[src/rtl/cpu_run_ctrl.sv]
// Run/step/breakpoint sequencer for the single-cycle MIPS core: drives cpu_en/cpu_rst and counts executed instructions.
// Optional cycle limit (max_cyc input) is compiled in with `define CPU_RUN_CTRL_MAXCYC_EN.
module cpu_run_ctrl #(
    parameter int PC_W       = 32,
    parameter int CNT_W      = 32,
    parameter int RST_CYCLES = 4
) (
    input  logic             clk,
    input  logic             RST,
    input  logic             run_req,
    input  logic             halt_req,
    input  logic             step_req,
    input  logic             bp_en,
    input  logic [PC_W-1:0]  bp_addr,
    input  logic [PC_W-1:0]  pc,
    input  logic [2:0]       pro_sel,
`ifdef CPU_RUN_CTRL_MAXCYC_EN
    input  logic [CNT_W-1:0] max_cyc,
`endif
    output logic             cpu_rst,
    output logic             cpu_en,
    output logic [1:0]       state,
    output logic [2:0]       pro_sel_q,
    output logic [CNT_W-1:0] cycle_cnt
);

    // state    | meaning
    // S_RSTSEQ | core held in reset for RST_CYCLES cycles
    // S_HALT   | core frozen, waiting for step/run
    // S_RUN    | free-run until breakpoint, limit or halt_req
    // S_STEP   | one enabled cycle, then back to HALT
    typedef enum logic [1:0] {
        S_RSTSEQ = 2'd0,
        S_HALT   = 2'd1,
        S_RUN    = 2'd2,
        S_STEP   = 2'd3
    } state_e;

    localparam int              RC_W    = (RST_CYCLES > 1) ? $clog2(RST_CYCLES) : 1;
    localparam logic [RC_W-1:0] RC_LOAD = RC_W'(RST_CYCLES - 1);

    state_e           state_q, state_d;
    logic [RC_W-1:0]  rst_cnt_q, rst_cnt_d;
    logic [2:0]       pro_sel_d;
    logic [CNT_W-1:0] cycle_cnt_q, cycle_cnt_d;
    logic             resume_q, resume_d;
    logic             cpu_rst_q, cpu_rst_d;

    logic pro_chg;
    logic bp_match;
    logic lim_reached;
    logic bp_hit;

    always_comb begin
        pro_chg  = (state_q != S_RSTSEQ) && (pro_sel != pro_sel_q);
        bp_match = bp_en && (pc == bp_addr) && !resume_q;
`ifdef CPU_RUN_CTRL_MAXCYC_EN
        lim_reached = (max_cyc != '0) && (cycle_cnt_q == max_cyc);
`else
        lim_reached = 1'b0;
`endif
        bp_hit = (state_q == S_RUN) && (bp_match || lim_reached);
        cpu_en = !pro_chg && (((state_q == S_RUN) && !bp_hit) || (state_q == S_STEP));
    end

    always_comb begin
        state_d   = state_q;
        rst_cnt_d = rst_cnt_q;
        pro_sel_d = pro_sel_q;
        resume_d  = resume_q;
        if (pro_chg) begin
            // a new program always restarts the core, whatever else is pending
            state_d   = S_RSTSEQ;
            rst_cnt_d = RC_LOAD;
            pro_sel_d = pro_sel;
            resume_d  = 1'b0;
        end else begin
            case (state_q)
                S_RSTSEQ: begin
                    if (pro_sel != pro_sel_q) begin
                        pro_sel_d = pro_sel;
                        rst_cnt_d = RC_LOAD;
                    end else if (rst_cnt_q == '0) begin
                        state_d = S_HALT;
                    end else begin
                        rst_cnt_d = rst_cnt_q - RC_W'(1);
                    end
                end
                S_HALT: begin
                    if (!halt_req) begin
                        if (step_req) begin
                            state_d = S_STEP;
                        end else if (run_req && !lim_reached) begin
                            state_d  = S_RUN;
                            resume_d = 1'b1;
                        end
                    end
                end
                S_RUN: begin
                    resume_d = 1'b0;
                    if (bp_hit || halt_req) begin
                        state_d = S_HALT;
                    end
                end
                default: begin
                    state_d = S_HALT;
                end
            endcase
        end
        cycle_cnt_d = (state_d == S_RSTSEQ) ? '0 : cycle_cnt_q + CNT_W'(cpu_en);
        cpu_rst_d   = (state_d == S_RSTSEQ);
    end

    always_ff @(posedge clk) begin
        if (RST) begin
            state_q     <= S_RSTSEQ;
            rst_cnt_q   <= RC_LOAD;
            pro_sel_q   <= pro_sel;
            cycle_cnt_q <= '0;
            resume_q    <= 1'b0;
            cpu_rst_q   <= 1'b1;
        end else begin
            state_q     <= state_d;
            rst_cnt_q   <= rst_cnt_d;
            pro_sel_q   <= pro_sel_d;
            cycle_cnt_q <= cycle_cnt_d;
            resume_q    <= resume_d;
            cpu_rst_q   <= cpu_rst_d;
        end
    end

    assign cpu_rst   = cpu_rst_q;
    assign state     = state_q;
    assign cycle_cnt = cycle_cnt_q;

endmodule

[config.mk]
export PLATFORM = sky130hd
export DESIGN_NAME = cpu_run_ctrl
export DESIGN_NICKNAME = d
export VERILOG_FILES = /design/src/rtl/cpu_run_ctrl.sv
export SDC_FILE = /design/constraint.sdc
export NUM_CORES = 1
export LEC_CHECK = 0
export ABC_AREA = 1
export BUFFER_PORTS_ARGS = -buffer_cell sky130_fd_sc_hd__buf_2
export CAP_MARGIN = 20
export CORE_MARGIN = 2
export CORE_UTILIZATION = 44
export CTS_BUF_LIST = sky130_fd_sc_hd__clkbuf_16
export DETAILED_ROUTE_END_ITERATION = 10
export PLACE_DENSITY = 0.75
export SLEW_MARGIN = 20
export SYNTH_ARGS = -nofsm -noshare
export SYNTH_HDL_FRONTEND = slang
export SYNTH_SLANG_ARGS = --single-unit
[constraint.sdc]
create_clock -name clk -period 2.74 [get_ports clk]
set_input_delay 0.548 -clock clk [delete_from_list [all_inputs] [get_ports clk]]
set_output_delay 0.548 -clock clk [all_outputs]
set_load 0.01 [all_outputs]
==> impl_metrics.yaml <==
run_status:
  status: "finished clean"
power_and_ir_drop:
  leakagePower_nw: 1.80
  netSwitchingPower_mw: 0.313
  p_per_area_nw_per_um2: 357
  switching_share_pct: 23.5
  irDropWorstVdd_uv: 377
  pwr-share-clk_pct: 43.0
  power_frac_comb_pct: 11.3
  p_seq_share_pct: 45.7
  intPower_mw: 1.02
critical_path:
  crit_fanout: 3
  r2r_setup_slack_ps: 60
  critPathKind: "input pin to register"
  crit_arrival_ps: 2920
  r2r_cells: 16
  cp-endpoint: "cycle_cnt[30]"
  r2r_end: "cycle_cnt[30]"
  critPathRequiredTime_ps: 2960
  crit_path_start: "pc[9]"
  r2r-start: "pro_sel_q[1]"
  cp-end-kind: "register"
  startpoint_type: "input pin"
clock_network:
  clock-sinks: 41
  cts_htree_levels: 2
  clk_pin_slew_ps: 60
  root_buffer: "clkbuf_16"
  ctsHoldBuffers: 0
  cts_tree: "yes"
  insertion_delay_ps: 280
  cts-buffers-inserted: 5
  clockBufferDepth: 2
place:
  placed_cell_area_um2: 3460
  place_inst: 595
  hpwlAfterDp_mm: 5.57
  io_buffers: 111
  place.gp.congestion: 0.901
layout:
  antennaDiodeCount: 0
  layout-drive-gt1-share_pct: 36.0
  syn_to_final_growth_pct: 40.9
  finish.instance_area_um2: 3740
  final_cells: 606
  fin_nets: 606
  postLayoutCoreUtil_pct: 63.5
  num-fill-cells: 542
logic_synthesis:
  yosysTopAreaCell: "dfxtp_1"
  syn_nets: 468
  synth_area_leaders: "dfxtp_1, nand2_1, inv_1"
  yosysMostFrequentCell: "nand2_1"
  synth-edff-count: 3
  yosysSeqAreaShare_pct: 32.1
  ys.flop_type: "dfxtp_1"
  synth_warnings: 0
  synth_cell_types: 27
  avgSynthCellArea_um2: 6.77
  synth_cells: 392
  syn-cell-area_um2: 2650
  ys_top_cells_by_count: "nand2_1, inv_1, dfxtp_1, nor2_1, a21oi_1"
  ys_seq_elements: 41
  synthArstFlopShare_pct: 0
  synth_top_area_share_pct: 28.7
grt:
  grt.overflow.total: 0
  grt_pass1_wl_mm: 11.3
  antenna_found_initial: 0
  first_global_vias: 2629
  grt_max_degree: 34
  grt.total_usage_pct: 21.7
sta:
  skew_ps: 6.51
  hold_viol_final: 0
  max_freq_mhz: 370
  final.period_utilization_pct: 98.7
  final_max_slew_viol_count: 0
  rsz0062_at_grt: "yes"
  whs_ps: 460
  setup_viol: 0
  worstMarginPinSlew_ps: 372
  slew_headroom_pct: 75.2
  layout_min_cycle_time_ps: 2700
min_path:
  min_path_type: "register to register"
  worstHoldPathCells: 2
drt:
  drtPass1Iterations: 4
  dr_wl_met3_um: 487
  drc: 0
  vias: 2913
  met2_length_mm: 3.41
  wl_met1_mm: 3.15
  detail-route-antenna-nets: 0
  finalWirelength_mm: 7.26
  via_per_inst: 4.81
  top_layer: "met4"
  wl_per_cell_um: 12.0
  drt_iter0_drc: 95
floorplan:
  start_util_pct: 45.1
  die_area_um2: 6670
  ios: 112
  row_count: 28
  die_height_um: 81.6
  die_w_um: 81.6
  core_um2: 5890
run:
  maxCapViolCount: 0
[layout make-up]
class / count / area, µm² / area share [%]
clock buffers: 5 / 125 / 3.35
inverters: 80 / 303 / 8.10
flip-flops and latches: 41 / 851 / 22.8
well taps: 75 / 93.8 / 2.51
clock inverters: 3 / 17.5 / 0.469
repair buffers: 137 / 774 / 20.7
multi-input cells: 265 / 1570 / 42.1
[registers in the layout (all words and copies together) (netlist names)]
register and flops:
cpu_rst 1, cycle_cnt 32, pro_sel_q 3, resume_q 1
rst_cnt_q 2, state 2
[through the flow]
stage	setup TNS [ps]	worst slack [ps]	power [mW]
floorplan	-43.9	-43.9	0.691
global placement	-623	-113	0.762
detailed placement	-2570	-291	0.767
CTS	0	9.62	1.33
global route	-1530	-183	1.38
finish	0	35.1	1.33
[worst min-delay path by stage]
stage,start,to,slack (ps)
final,rst_cnt_q[1],rst_cnt_q[1],460
after detailed placement,rst_cnt_q[1],rst_cnt_q[1],450
after global placement,rst_cnt_q[1],rst_cnt_q[1],440
after global routing,rst_cnt_q[1],rst_cnt_q[1],520
after CTS,rst_cnt_q[1],rst_cnt_q[1],470
after floorplan,rst_cnt_q[1],rst_cnt_q[1],430
[cell usage in the layout, fill, tap and decap left out, types with 3 or more instances in the layout]
cell       netlist  layout
buf_4            0      23
xnor2_1         23      23
nor3_1           8       8
a21oi_1         32      31
nand2_1         85      80
nand2_2          3       7
nor2_2           4       6
inv_1           79      70
buf_2            6     109
nor4_1           5       4
nand3_4          1       3
xor2_1          22      22
edfxtp_1         3       3
inv_2            1       9
nor2_1          36      31
nor2_4           4       7
o21ai_0          9       8
dfxtp_1         38      38
nand3_1         11       9
a21oi_2          3       4
clkbuf_16        0       5
buf_6            0       5
nand4_1          8       8
[what timing repair did]
item                       in CTS  in global routing
pin swaps                       0                 23
cloned                          0                  0
setup endpoints to repair       1                 18
gates resized for setup         1                 37
buffers inserted                0                  3
[per-layer routing]
layer	vias to the layer above	GRT usage, %
li1	1492	-
met2	102	35.9
met5	-	0
met4	0	11.2
met1	1299	26.4
met3	20	4.84
[logic make-up after synthesis]
logic type      Yosys count  synth area share (%)
flops                    41                  32.1
xor+xnor                 45                  14.9
buf+inv                  86                  12.5
simple gates            168                  29.2
compound gates           49                  10.0
fa+ha+maj                 3                  1.42
[power by group through the flow]
stage | sequential (mW) | combinational [mW] | clock, mW
CTS | 0.611 | 0.144 | 0.579
detailed placement | 0.624 | 0.143 | 0
global placement | 0.624 | 0.139 | 0
global route | 0.611 | 0.170 | 0.604
floorplan | 0.626 | 0.0655 | 0
finish | 0.611 | 0.151 | 0.573
[worst max-delay path: stages]
cell and delay, ps:
buf_2 110, inv_2 40, nand2_1 40, nand2_1 50, inv_1 30, nand2_1 70, nor2_2 50, nand2_1 50
nor2_1 50, nand3_2 80, nand2_2 70, a21boi_2 190, ha_2 230, ha_4 150, nand3_4 100, nor2_4 170
nand3_2 100, nor3_4 210, nand2_2 110, nor2_4 120, nand2_2 60, xor2_1 140, inv_1 60, a21oi_1 100
No activity file was read; power rests on OpenSTA's default activity.
